[src/rtl/sdram_arb_pkg.sv]
// Shared types and helpers for the multi-port SDRAM arbiter (sdram_axi_mport_arb).
package sdram_arb_pkg;

   localparam int STRB_W = 4;
   localparam int LEN_W  = 8;

   typedef enum logic [0:0] {
      ARB_IDLE  = 1'b0,
      ARB_BURST = 1'b1
   } arb_state_e;

   // Ceiling log2 with a floor of 1, so a 2-entry space still gets a 1-bit index.
   function automatic int clog2(input int value);
      int width;
      width = 1;
      while ((32'sd1 << width) < value) width = width + 1;
      return width;
   endfunction

endpackage

[src/rtl/sdram_arb_idfifo.sv]
// In-order FIFO of granted port IDs; the head names the port that owns the next core ack.
module sdram_arb_idfifo
   import sdram_arb_pkg::*;
#(
   parameter int ID_W  = 2,
   parameter int DEPTH = 4
) (
   input  logic            clk,
   input  logic            rst_n,
   input  logic            push_i,
   input  logic [ID_W-1:0] push_id_i,
   input  logic            pop_i,
   output logic            full_o,
   output logic            empty_o,
   output logic [ID_W-1:0] head_o
);

   localparam int PTR_W = clog2(DEPTH);

   logic [ID_W-1:0]  mem_q [DEPTH];
   logic [ID_W-1:0]  mem_d [DEPTH];
   logic [PTR_W-1:0] wr_ptr_q, wr_ptr_d;
   logic [PTR_W-1:0] rd_ptr_q, rd_ptr_d;
   logic [PTR_W:0]   count_q, count_d;
   logic             push_ok_s, pop_ok_s;

   assign full_o    = (count_q == (PTR_W+1)'(DEPTH));
   assign empty_o   = (count_q == '0);
   assign head_o    = mem_q[rd_ptr_q];
   assign push_ok_s = push_i & ~full_o;
   assign pop_ok_s  = pop_i & ~empty_o;

   always_comb begin
      mem_d    = mem_q;
      wr_ptr_d = wr_ptr_q;
      rd_ptr_d = rd_ptr_q;
      if (push_ok_s) begin
         mem_d[wr_ptr_q] = push_id_i;
         wr_ptr_d        = wr_ptr_q + PTR_W'(1'b1);
      end else begin
         wr_ptr_d = wr_ptr_q;
      end
      if (pop_ok_s) begin
         rd_ptr_d = rd_ptr_q + PTR_W'(1'b1);
      end else begin
         rd_ptr_d = rd_ptr_q;
      end
      // Simultaneous push and pop leave the occupancy unchanged.
      case ({push_ok_s, pop_ok_s})
         2'b10:   count_d = count_q + (PTR_W+1)'(1'b1);
         2'b01:   count_d = count_q - (PTR_W+1)'(1'b1);
         default: count_d = count_q;
      endcase
   end

   always_ff @(posedge clk or negedge rst_n) begin
      if (!rst_n) begin
         mem_q    <= '{default: '0};
         wr_ptr_q <= '0;
         rd_ptr_q <= '0;
         count_q  <= '0;
      end else begin
         mem_q    <= mem_d;
         wr_ptr_q <= wr_ptr_d;
         rd_ptr_q <= rd_ptr_d;
         count_q  <= count_d;
      end
   end

endmodule

[src/rtl/sdram_axi_mport_arb.sv]
// N-port burst-locked round-robin arbiter in front of one sdram_axi_core inport, with in-order
// ack routing. Define SDRAM_ARB_PRIO_EN to give port 0 absolute priority whenever idle.
module sdram_axi_mport_arb
   import sdram_arb_pkg::*;
#(
   parameter int NUM_PORTS   = 4,
   parameter int DATA_W      = 32,
   parameter int ADDR_W      = 32,
   parameter int OUTSTANDING = 4
) (
   input  logic                        ACLK,
   input  logic                        ARSTN,
   input  logic [STRB_W*NUM_PORTS-1:0] in_wr_i,
   input  logic [NUM_PORTS-1:0]        in_rd_i,
   input  logic [LEN_W*NUM_PORTS-1:0]  in_len_i,
   input  logic [ADDR_W*NUM_PORTS-1:0] in_addr_i,
   input  logic [DATA_W*NUM_PORTS-1:0] in_write_data_i,
   output logic [NUM_PORTS-1:0]        in_accept_o,
   output logic [NUM_PORTS-1:0]        in_ack_o,
   output logic [NUM_PORTS-1:0]        in_error_o,
   output logic [DATA_W-1:0]           in_read_data_o,
   output logic [STRB_W-1:0]           ram_wr_o,
   output logic                        ram_rd_o,
   output logic [LEN_W-1:0]            ram_len_o,
   output logic [ADDR_W-1:0]           ram_addr_o,
   output logic [DATA_W-1:0]           ram_write_data_o,
   input  logic                        ram_accept_i,
   input  logic                        ram_ack_i,
   input  logic                        ram_error_i,
   input  logic [DATA_W-1:0]           ram_read_data_i,
   output logic                        stat_spurious_o
);

   localparam int ID_W = clog2(NUM_PORTS);
`ifdef SDRAM_ARB_PRIO_EN
   localparam int RR_FIRST = 1;
`else
   localparam int RR_FIRST = 0;
`endif

   arb_state_e       state_q, state_d;
   logic [ID_W-1:0]  gnt_q, gnt_d, rr_q, rr_d;
   logic [ID_W-1:0]  pick_s, cand_s, gnt_s, head_s;
   logic [LEN_W-1:0] beat_q, beat_d;
   logic             spur_q, spur_d;
   logic [NUM_PORTS-1:0] req_s;
   logic [STRB_W-1:0] sel_wr_s;
   logic              sel_rd_s;
   logic [LEN_W-1:0]  sel_len_s;
   logic [ADDR_W-1:0] sel_addr_s;
   logic [DATA_W-1:0] sel_data_s;
   logic found_s, full_s, empty_s, accept_s, pop_s;

   function automatic logic [ID_W-1:0] next_port(input logic [ID_W-1:0] p);
      logic [ID_W-1:0] n;
      if (p == ID_W'(NUM_PORTS - 1)) n = ID_W'(RR_FIRST);
      else                           n = p + ID_W'(1'b1);
      return n;
   endfunction

   always_comb begin
      req_s = '0;
      for (int p = 0; p < NUM_PORTS; p++)
         req_s[p] = (|in_wr_i[p*STRB_W +: STRB_W]) | in_rd_i[p];
   end

   // Rotating search from rr_q; with priority enabled port 0 pre-empts and is skipped by the rotation.
   always_comb begin
      pick_s  = rr_q;
      cand_s  = rr_q;
      found_s = 1'b0;
`ifdef SDRAM_ARB_PRIO_EN
      if (req_s[0]) begin
         pick_s  = '0;
         found_s = 1'b1;
      end else begin
         found_s = 1'b0;
      end
`endif
      for (int i = 0; i < NUM_PORTS; i++) begin
         cand_s = ID_W'((int'(rr_q) + i) % NUM_PORTS);
         if (!found_s && req_s[cand_s] && (int'(cand_s) >= RR_FIRST)) begin
            pick_s  = cand_s;
            found_s = 1'b1;
         end else begin
            found_s = found_s;
         end
      end
   end

   assign gnt_s = (state_q == ARB_BURST) ? gnt_q : pick_s;

   always_comb begin
      sel_wr_s   = '0;
      sel_rd_s   = 1'b0;
      sel_len_s  = '0;
      sel_addr_s = '0;
      sel_data_s = '0;
      for (int p = 0; p < NUM_PORTS; p++) begin
         if (gnt_s == ID_W'(p)) begin
            sel_wr_s   = in_wr_i[p*STRB_W +: STRB_W];
            sel_rd_s   = in_rd_i[p];
            sel_len_s  = in_len_i[p*LEN_W +: LEN_W];
            sel_addr_s = in_addr_i[p*ADDR_W +: ADDR_W];
            sel_data_s = in_write_data_i[p*DATA_W +: DATA_W];
         end else begin
            sel_rd_s = sel_rd_s;
         end
      end
   end

   assign accept_s = req_s[gnt_s] & ram_accept_i & ~full_s;
   assign pop_s    = ram_ack_i & ~empty_s;

   assign ram_wr_o         = (ARSTN && !full_s) ? sel_wr_s : '0;
   assign ram_rd_o         = ARSTN & ~full_s & sel_rd_s;
   assign ram_len_o        = sel_len_s;
   assign ram_addr_o       = sel_addr_s;
   assign ram_write_data_o = sel_data_s;
   assign in_read_data_o   = ram_read_data_i;
   assign stat_spurious_o  = spur_q;

   // Strobes are forced low by ARSTN directly so they stay quiet during an asynchronous reset.
   always_comb begin
      in_accept_o         = '0;
      in_ack_o            = '0;
      in_error_o          = '0;
      in_accept_o[gnt_s]  = ARSTN & accept_s;
      in_ack_o[head_s]    = ARSTN & pop_s;
      in_error_o[head_s]  = ARSTN & pop_s & ram_error_i;
   end

   sdram_arb_idfifo #(
      .ID_W  (ID_W),
      .DEPTH (OUTSTANDING)
   ) u_idfifo (
      .clk       (ACLK),
      .rst_n     (ARSTN),
      .push_i    (accept_s),
      .push_id_i (gnt_s),
      .pop_i     (pop_s),
      .full_o    (full_s),
      .empty_o   (empty_s),
      .head_o    (head_s)
   );

   always_comb begin
      state_d = state_q;
      gnt_d   = gnt_q;
      beat_d  = beat_q;
      rr_d    = rr_q;
      spur_d  = spur_q | (ram_ack_i & empty_s);
      case (state_q)
         ARB_IDLE: begin
            if (accept_s && (sel_len_s != '0)) begin
               state_d = ARB_BURST;
               gnt_d   = gnt_s;
               beat_d  = sel_len_s;
            end else if (accept_s) begin
               rr_d = next_port(gnt_s);
            end else begin
               rr_d = rr_q;
            end
         end
         ARB_BURST: begin
            if (accept_s) begin
               beat_d = beat_q - LEN_W'(1'b1);
               if (beat_q == LEN_W'(1'b1)) begin
                  state_d = ARB_IDLE;
                  rr_d    = next_port(gnt_q);
               end else begin
                  state_d = ARB_BURST;
               end
            end else begin
               beat_d = beat_q;
            end
         end
         default: begin
            state_d = ARB_IDLE;
            beat_d  = '0;
         end
      endcase
   end

   always_ff @(posedge ACLK or negedge ARSTN) begin
      if (!ARSTN) begin
         state_q <= ARB_IDLE;
         gnt_q   <= '0;
         beat_q  <= '0;
         rr_q    <= '0;
         spur_q  <= 1'b0;
      end else begin
         state_q <= state_d;
         gnt_q   <= gnt_d;
         beat_q  <= beat_d;
         rr_q    <= rr_d;
         spur_q  <= spur_d;
      end
   end

endmodule

[config.mk]
export PLATFORM = sky130hd
export DESIGN_NAME = sdram_axi_mport_arb
export DESIGN_NICKNAME = d
export VERILOG_FILES = /design/src/rtl/sdram_arb_pkg.sv /design/src/rtl/sdram_arb_idfifo.sv /design/src/rtl/sdram_axi_mport_arb.sv
export SDC_FILE = /design/constraint.sdc
export NUM_CORES = 1
export LEC_CHECK = 0
export ABC_AREA = 1
export BUFFER_PORTS_ARGS = -buffer_cell sky130_fd_sc_hd__buf_2
export CAP_MARGIN = 5
export CORE_AREA = 2 2 184 186
export DETAILED_ROUTE_END_ITERATION = 8
export DIE_AREA = 0 0 186 188
export RECOVER_POWER = 25
export SLEW_MARGIN = 20
export SYNTH_ARGS = -nofsm -noshare
export SYNTH_HDL_FRONTEND = slang
export SYNTH_HIERARCHICAL = 1
export SYNTH_SLANG_ARGS = --single-unit
[constraint.sdc]
create_clock -name ACLK -period 5.21 [get_ports ACLK]
set_input_delay 1.042 -clock ACLK [delete_from_list [all_inputs] [get_ports ACLK]]
set_output_delay 1.042 -clock ACLK [all_outputs]
set_load 0.01 [all_outputs]
==> flow_summary.yaml, run 1 <==
status:
  outcome: "completed"
clock_network:
  numCtsBuffers: 5
  root_buffer: "clkbuf_16"
  cts_tree: "done"
  cts.repair.resized: 0
  h-tree-depth: 2
  insertion_delay_ns: 0.28
  cts_sinks: 29
  cts_hold_buf: 0
  clkTransAtPathRegs_ns: 0.05
  clockBufferDepth: 2
  cts_setup_buffers: 0
synthesis:
  ys_warn_count: 6
  ys_seq_elements: 29
  postSynth.asyncResetShare_pct: 100
  synth_area_um2: 4690
  syn_nets: 1097
  synthDistinctLibCells: 44
  synth_edf_count: 0
  syn_inst: 739
  avgSynthCellArea_um2: 6.34
  yosysSeqAreaShare_pct: 15.5
  ys.flop_type: "dfrtp_1"
die:
  num_io_pins: 467
  placementRows: 67
  dieArea_um2: 35000
  die_h_um: 188
  fp.dieW_um: 186
  start_util_pct: 14.2
  core_area_um2: 33100
power:
  p_per_area_nw_per_um2: 741
  p_leak_nw: 3.73
  peakVddDrop_mv: 0.330
placement:
  dpl_cell_area_um2: 7250
  gp_congestion: 0.928
  dp_hpwl_um: 28500
  dp_slack_ns: 0.119
  port-buffer-count: 402
setup_path:
  cp_max_fo: 54
  required_ns: 4.17
  worstPathArrival_ns: 3.88
  worstSetupPathType: "input port to output port"
  end_kind: "output port"
  cp-start-kind: "input port"
global_route:
  grtUsageTotal_pct: 17.7
  antenna_found_initial: 9
  overflow: 0
  grt_max_degree: 55
  grt_first_pass_wirelength_um: 45100
  grt_pass1_vias: 6822
timing:
  finalHoldViolCount: 0
  maxSlewViolCount: 0
  rsz0062_at_grt: "yes"
  finalWorstSetupSlack_ns: 0.285
  fmax_mhz: 203
  skew_ns: 0.00403
  setup_viol: 0
  fin_crit_sh_pct: 94.5
  fin_crit_ns: 4.92
  fin_tns_setup_ns: 0
  worstMarginPinSlew_ns: 0.946
  max_slew_margin_pct: 36.9
route:
  wl_met3_um: 5120
  vias_per_cell: 4.59
  firstDrtPassIters: 7
  wl_met2_um: 14100
  ant_nets: 0
  drt_iter0_markers: 564
  wl_um: 32300
  highest_layer: "met5"
  met1_length_um: 12700
  drc_errors: 0
  wl_per_cell_um: 20.8
  via_count: 7115
layout:
  finalNetCount: 1457
  fin_area_um2: 7440
  syn_to_final_growth_pct: 58.7
  drive_gt1_share_pct: 44.5
min_path:
  hold_path_class: "register to register"
flow_run:
  drv_cap: 0
==> state kept, by name (all words and copies together) (netlist names) <==
register           flops
u_idfifo/wr_ptr_q      2
stat_spurious_o        1
state_q                1
beat_q                 8
u_idfifo/count_q       3
u_idfifo/mem_q         8
rr_q                   2
gnt_q                  2
u_idfifo/rd_ptr_q      2
==> Yosys cell counts (12+ instances only) <==
master | n | area share, %
clkbuf_1 | 46 | 3.7
dfrtp_1 | 29 | 15
nand3_1 | 36 | 3.8
a221oi_1 | 64 | 12
buf_4 | 33 | 5.3
nand4_1 | 19 | 2.5
o31ai_1 | 64 | 10
inv_1 | 45 | 3.6
o21ai_0 | 33 | 3.5
nor2_1 | 97 | 7.8
ha_1 | 12 | 3.2
a21oi_1 | 15 | 1.6
nand2_1 | 162 | 13
==> worst max-delay path: stages <==
cell	delay [ns]
buf_2	0.11
nor2_1	0.20
nand3_1	0.20
nand2_1	0.10
nand3_1	0.08
nand2_1	0.12
nand2_1	0.06
nand2_1	0.05
nand2_1	0.05
nand2_1	0.07
nand2_2	0.06
nand2_4	0.09
nand2_4	0.10
inv_1	0.13
ha_4	0.18
buf_12	0.26
buf_4	0.23
a221oi_1	0.10
o31ai_1	0.27
buf_2	0.30
==> layout by cell type, fill, tap and decap left out, drive strengths merged, types with 2 or more instances in the layout <==
cell type    n
o2111ai      3
nor2       100
o31ai       64
o21ai       46
ha          12
xnor2        2
a22o         3
nand3b       2
nand4       19
nand2      171
nor4         2
dfrtp       29
a21oi       17
nor3         9
a22oi        9
nand3       39
inv         48
diode        3
a221oi      64
o22ai        3
buf        436
xor2         2
clkbuf      13
==> cell type report <==
cell class / count / area [um^2]
Multi-Input combinational cell: 573 / 3390
Clock buffer: 7 / 143
Tap cell: 448 / 561
Inverter: 48 / 180
Sequential cell: 29 / 726
Antenna cell: 3 / 7.51
Timing Repair Buffer: 442 / 2430
Fill cell: 3743 / 25700
==> routing by layer <==
layer	up-vias	global-route usage (%)
met1	3313	20.7
met5	-	0
met2	421	28.1
met4	2	2.88
li1	3335	-
met3	44	10.5
==> stage by stage <==
stage | instances | util, % | power (W) | hold WS (ns)
floorplan | 739 | - | 0.00294 | 0.437
global placement | 1540 | 21.9 | 0.00516 | 0.437
detailed placement | 1540 | 21.9 | 0.00520 | 0.447
CTS | 1547 | 22.3 | 0.00551 | 0.460
global route | 1550 | 22.5 | 0.00598 | 0.475
finish | 1550 | 22.5 | 0.00551 | 0.453
==> path summary, 6_finish.rpt <==
kind,startpoint,to,slack [ns],depth (start not counted)
max,in_wr_i[5],ram_write_data_o[16],0.29,20
min,stat_spurious_o,stat_spurious_o,0.45,1
max reg2reg,rr_q[0],rr_q[0],0.90,22
min reg2reg,stat_spurious_o,stat_spurious_o,0.45,1
max in group asynchronous,ARSTN,u_idfifo/rd_ptr_q[1],3.00,2
min in group asynchronous,ARSTN,beat_q[5],0.87,1
==> where the power goes <==
group / total [W] / switching (W) / leakage [nW] / internal (W)
clock: 0.000285 / 0.0000979 / 0.0700 / 0.000187
sequential: 0.000426 / 0.000102 / 0.362 / 0.000323
combinational: 0.00480 / 0.00300 / 3.30 / 0.00180
==> logic make-up after synthesis <==
family	Yosys count	synth area share, %
fa+ha+maj	13	3.63
flops	29	15.5
compound gates	212	33.8
xor+xnor	4	0.908
simple gates	344	32.1
buf+inv	137	14.1
Power figures use the tool's default switching activity.
==> run 2, diff against run 1 <==
- CTS_BUF_LIST: unset -> sky130_fd_sc_hd__clkbuf_4 sky130_fd_sc_hd__clkbuf_8 sky130_fd_sc_hd__clkbuf_16
- GPL_TIMING_DRIVEN: unset -> 0
==> run 2 against run 1 <==
  * The run now ends with capacitance limit, slew limit left
  * Clock power shrank 2%
  * Utilization increased by 1.5 points
  * Worst hold slack better by 0.015 ns
  * Total power up 2.0%
  * Critical path type unchanged
  * Critical endpoint is now ram_addr_o[12]
  * Largest power group unchanged
==> flow_summary.yaml, run 2 (synthesized netlist as in run 1, its figures left out) <==
layout:
  finalNetCount: 1540
  drive_gt1_share_pct: 48.6
  fin_util_pct: 23.9
  final_common_cell: "buf_2"
  final_cells: 1640
  layout_common_cells: "buf_2, nand2_1, nor2_1"
  syn_to_final_growth_pct: 69.1
  top_regs: "beat_q: 8 flops, u_idfifo/mem_q: 8 flops, u_idfifo/count_q: 3 flops"
min_path:
  min_to: "stat_spurious_o"
  hold_path_depth: 1
  hold_path_class: "register to register"
  hp-start: "stat_spurious_o"
timing:
  skew_ns: 0.00344
  fin_crit_sh_pct: 97.4
  finalWorstSetupSlack_ns: 0.133
  rsz0062_at_grt: "yes"
  setup_viol: 0
  worstMarginPinSlew_ns: 1.77
  hold_slack_ns: 0.468
  fmax_mhz: 197
  maxSlewViolCount: 34
  fin_crit_ns: 5.08
  finalHoldViolCount: 0
  max_slew_margin_pct: -18.0
power:
  p_per_area_nw_per_um2: 710
  total_power_w: 0.00563
  peakVddDrop_mv: 0.377
  p_leak_nw: 4.03
route:
  via_count: 7519
  wl_um: 34800
  drc_errors: 0
  drt_iter0_markers: 668
  vias_per_cell: 4.58
  firstDrtPassIters: 5
  ant_nets: 0
  wl_per_cell_um: 21.2
setup_path:
  r2r-end: "beat_q[1]"
  end_kind: "output port"
  worstReg2RegStart: "rr_q[1]"
  cp_max_fo: 10
  rrSetupSlack_ns: 1.22
  required_ns: 4.17
  reg2reg_depth: 23
  worstPathArrival_ns: 4.03
  worstSetupPathType: "input port to output port"
  cp-start-kind: "input port"
clock_network:
  h-tree-depth: 2
  cts_sinks: 29
  cts_tree: "done"
  root_buffer: "clkbuf_16"
  clockBufferDepth: 2
  numCtsBuffers: 5
  clkTransAtPathRegs_ns: 0.05
  cts_hold_buf: 0
  insertion_delay_ns: 0.28
placement:
  dp_hpwl_um: 30400
  dp_slack_ns: -1.72
  gp_congestion: 0.940
  dp_cells: 1621
  port-buffer-count: 434
status:
  outcome: "finished, violations left"
  violations: "capacitance limit, slew limit"
global_route:
  grtUsageTotal_pct: 18.9
  antenna_found_initial: 21
  grt_first_pass_wirelength_um: 47400
  grt_pass1_vias: 7209
  overflow: 0
  grt_max_degree: 34
flow_run:
  drv_cap: 1
die:
  fp.dieW_um: 186
  start_util_pct: 14.2
  num_io_pins: 467
  die_h_um: 188
  core_area_um2: 33100
  placementRows: 67
  dieArea_um2: 35000
[run 2: cell count changes in the layout (fill, tap and decap cells not counted), sizes merged]
cell / delta
buf: +33
inv: -2
clkbuf: +48
diode: +6
clkinv: +2
clkinvlp: +3
[run 2: through the flow]
stage	instance area [um^2]	TNS [ns]
after CTS	7780	0
after floorplan	4690	0
final	7930	0
after detailed placement	7420	-97.44
after global placement	7420	-93.46
after global routing	7930	-0.00416
[run 2: report_power, final]
group / leakage [nW] / internal (W) / switching [W] / total, W
combinational: 3.60 / 0.00177 / 0.00316 / 0.00494
clock: 0.0696 / 0.000175 / 0.000105 / 0.000280
sequential: 0.362 / 0.000323 / 0.0000868 / 0.000410
[run 2: final cells by class]
type / instances / area [um^2]
Fill cell: 3799 / 25200
Clock inverter: 3 / 17.5
Sequential cell: 29 / 726
Tap cell: 448 / 561
Timing Repair Buffer: 437 / 2200
Antenna cell: 9 / 22.5
Buffer: 88 / 631
Inverter: 48 / 188
Multi-Input combinational cell: 573 / 3460
Clock buffer: 5 / 125
[run 2: timing repair]
action	in CTS	in global routing
gates resized for setup	79	65
setup endpoints to repair	89	65
pin swaps	2	6
buffers inserted	2	1
cloned	0	0
[run 2: worst max path at each step]
stage | slack (ns) | cells after the start | endpoint | start
global route | -0.004 | 20 | ram_write_data_o[16] | in_wr_i[9]
CTS | 0.0008 | 19 | ram_addr_o[14] | in_wr_i[5]
floorplan | 0.17 | 20 | ram_addr_o[11] | in_wr_i[5]
global placement | -1.63 | 22 | ram_addr_o[14] | in_wr_i[5]
finish | 0.13 | 21 | ram_addr_o[12] | in_wr_i[9]
detailed placement | -1.72 | 22 | ram_addr_o[12] | in_wr_i[5]
[run 2: worst max-delay path, cell delays in order]
cell and delay [ns]:
buf_2 0.11, nor2_2 0.17, nand3_2 0.13, nand2_1 0.08
nand3_1 0.07, nand2_1 0.12, nand3_2 0.09, nand2_1 0.08
nand2_1 0.06, nand2_2 0.07, nand2_4 0.07, nand2_4 0.14
clkinvlp_4 0.15, ha_4 0.22, nor2_4 0.16, clkbuf_16 0.21
clkbuf_8 0.20, buf_4 0.20, a221oi_1 0.11, o31ai_2 0.31
buf_2 0.20
[run 2: per-layer routing]
layer	vias to the layer above	part of all wire (%)	track usage, %
met5	-	0.43	0
met4	22	3.1	7.09
met3	69	16	11.4
met2	454	42	28.0
met1	3446	39	22.1
li1	3528	-	-
==> run 3, diff against run 2 <==
- CORE_AREA: 2 2 184 186 -> 2 2 181 183
- DIE_AREA: 0 0 186 188 -> 0 0 183 185
- PLACE_DENSITY_LB_ADDON: unset -> 0.05
- clock period: 5.21 -> 4.1 ns (I/O delays scaled with it)
==> run 3 against run 2 <==
  * Sequential share of layout area fell by 2.3 points
  * Clock-buffer cell count stayed put
  * Setup slack got worse by 0.43 ns
  * Flip-flop and latch count unchanged
  * Utilization is 9.1 points higher
  * Routed wire length increased by 15%
  * Non-clock buffer count up 80
  * Clock power increased by 33%
  * Critical path depth shrank 3
  * Critical path type unchanged
  * The flow finishes with violations (capacitance limit, slew limit, setup timing)
  * Combinational power is 100% higher
  * Global-route usage grew 3.5 points
  * First-iteration DRC count down 50%
==> flow_summary.yaml, run 3 (synthesized netlist as in run 1, its figures left out) <==
route:
  wl_per_cell_um: 23.9
  wl_um: 40200
  ant_nets: 0
  firstDrtPassIters: 4
  drc_errors: 0
  vias_per_cell: 4.62
  drt_iter0_markers: 337
  via_count: 7762
setup_path:
  required_ns: 3.28
  cp-start-kind: "input port"
  worstPathArrival_ns: 3.58
  cp_max_fo: 10
  end_kind: "output port"
  rrSetupSlack_ns: -0.05
  cp-startpoint: "in_rd_i[1]"
  worstSetupPathType: "input port to output port"
  r2r-end: "beat_q[0]"
  reg2reg_depth: 29
  worstReg2RegStart: "rr_q[1]"
clock_network:
  cts_sinks: 29
  clockBufferDepth: 2
  clkTransAtPathRegs_ns: 0.06
  root_buffer: "clkbuf_16"
  h-tree-depth: 2
  numCtsBuffers: 5
  cts_tree: "done"
  insertion_delay_ns: 0.28
layout:
  finalNetCount: 1620
  drive_gt1_share_pct: 64.9
  layout_common_cells: "buf_2, nand2_1, buf_4"
  top_regs: "beat_q: 8 flops, u_idfifo/mem_q: 8 flops, u_idfifo/count_q: 3 flops"
  nFillCells: 3558
  fin_util_pct: 33.1
  final_common_cell: "buf_2"
  syn_to_final_growth_pct: 126
die:
  start_util_pct: 14.6
  fp.dieW_um: 183
  dieArea_um2: 33900
  core_area_um2: 32000
  die_h_um: 185
  num_io_pins: 467
  placementRows: 66
global_route:
  grt_first_pass_wirelength_um: 54500
  grt_max_degree: 34
  antenna_found_initial: 16
  overflow: 0
  grtUsageTotal_pct: 22.4
  grt_pass1_vias: 7825
min_path:
  hp-start: "u_idfifo/mem_q[1]"
  min_to: "u_idfifo/mem_q[1]"
  hold_path_depth: 2
  hold_path_class: "register to register"
status:
  violations: "capacitance limit, slew limit, setup timing"
  outcome: "finished, violations left"
timing:
  max_slew_margin_pct: -31.3
  finalWorstSetupSlack_ns: -0.296
  fmax_mhz: 228
  setup_viol: 74
  fin_crit_sh_pct: 107
  hold_slack_ns: 0.468
  maxSlewViolCount: 34
  rsz0062_at_grt: "yes"
  worstMarginPinSlew_ns: 1.97
  finalHoldViolCount: 0
  skew_ns: 0.00382
  fin_crit_ns: 4.40
placement:
  port-buffer-count: 434
  dp_slack_ns: -1.89
  dp_hpwl_um: 33100
  gp_congestion: 0.945
power:
  p_per_area_nw_per_um2: 1030
  peakVddDrop_mv: 0.467
  p_leak_nw: 5.09
flow_run:
  drv_cap: 1
## run 3: cell types whose count changed in the layout (fill, tap and decap cells not counted), sizes merged, moves of 2 or more
cell      delta
clkinv       -2
clkbuf      -14
clkinvlp     +3
buf         +93
## run 3: power breakdown
group	internal (W)	switching [W]	total, W	leakage, nW
Clock	0.000225	0.000148	0.000372	0.0621
Sequential	0.000410	0.000110	0.000521	0.362
Combinational	0.00476	0.00523	0.00999	4.67
## run 3: cell type report
| class | count | area (um^2) | area share (%) |
|---|---|---|---|
| multi-input cells | 573 | 4830 | 45.5 |
| well taps | 408 | 510 | 4.82 |
| inverters | 48 | 196 | 1.85 |
| diodes | 10 | 25.0 | 0.236 |
| repair buffers | 518 | 3130 | 29.5 |
| clock inverters | 3 | 22.5 | 0.213 |
| flip-flops and latches | 29 | 726 | 6.85 |
| clock buffers | 5 | 125 | 1.18 |
| plain buffers | 87 | 1030 | 9.76 |
## run 3: how the worst max path moves through the flow
stage / endpoint / slack [ns] / depth (start not counted)
after floorplan: ram_addr_o[6] / -0.02 / 19
after global placement: ram_write_data_o[29] / -2.00 / 20
after detailed placement: ram_write_data_o[29] / -1.89 / 19
after CTS: ram_addr_o[26] / -0.23 / 21
after global routing: ram_addr_o[22] / -0.43 / 20
final: ram_write_data_o[12] / -0.30 / 18
## run 3: timing repair
action	4_1_cts	5_1_grt
buffers inserted	39	37
hold buffers	0	0
pin swaps	53	48
resized for setup	296	110
endpoints found under the setup margin	93	94
gates cloned	6	4
## run 3: critical path, stage by stage
cell and delay, ns:
buf_8 0.10, nor2_4 0.15, nand4_1 0.17, nand3_2 0.13, nand2_4 0.07, nor2_4 0.13, nand4_1 0.10, nand2_2 0.10
nand2_4 0.07, nand2_8 0.09, clkinvlp_4 0.12, ha_4 0.22, nor2_4 0.15, clkbuf_16 0.20, clkbuf_8 0.20, a221oi_1 0.10
o31ai_2 0.40, buf_2 0.22
## run 3: stage by stage
step | cells | power, W | TNS (ns) | cell area, um^2
2_1_floorplan | 739 | 0.00409 | -0.0715 | 5010
3_3_place_gp | 1581 | 0.00673 | -133.19 | 7690
3_5_place_dp | 1581 | 0.00669 | -127.62 | 7690
4_1_cts | 1633 | 0.00941 | -8.53 | 9670
5_1_grt | 1680 | 0.0116 | -28.62 | 10600
6_report | 1681 | 0.0109 | -13.63 | 10600
## run 3: layer usage
| layer | wire (um) | track usage [%] |
|---|---|---|
| met1 | 16100 | 26.7 |
| met2 | 18600 | 37.3 |
| met3 | 4840 | 10.2 |
| met4 | 538 | 4.22 |
| met5 | 68 | 0 |
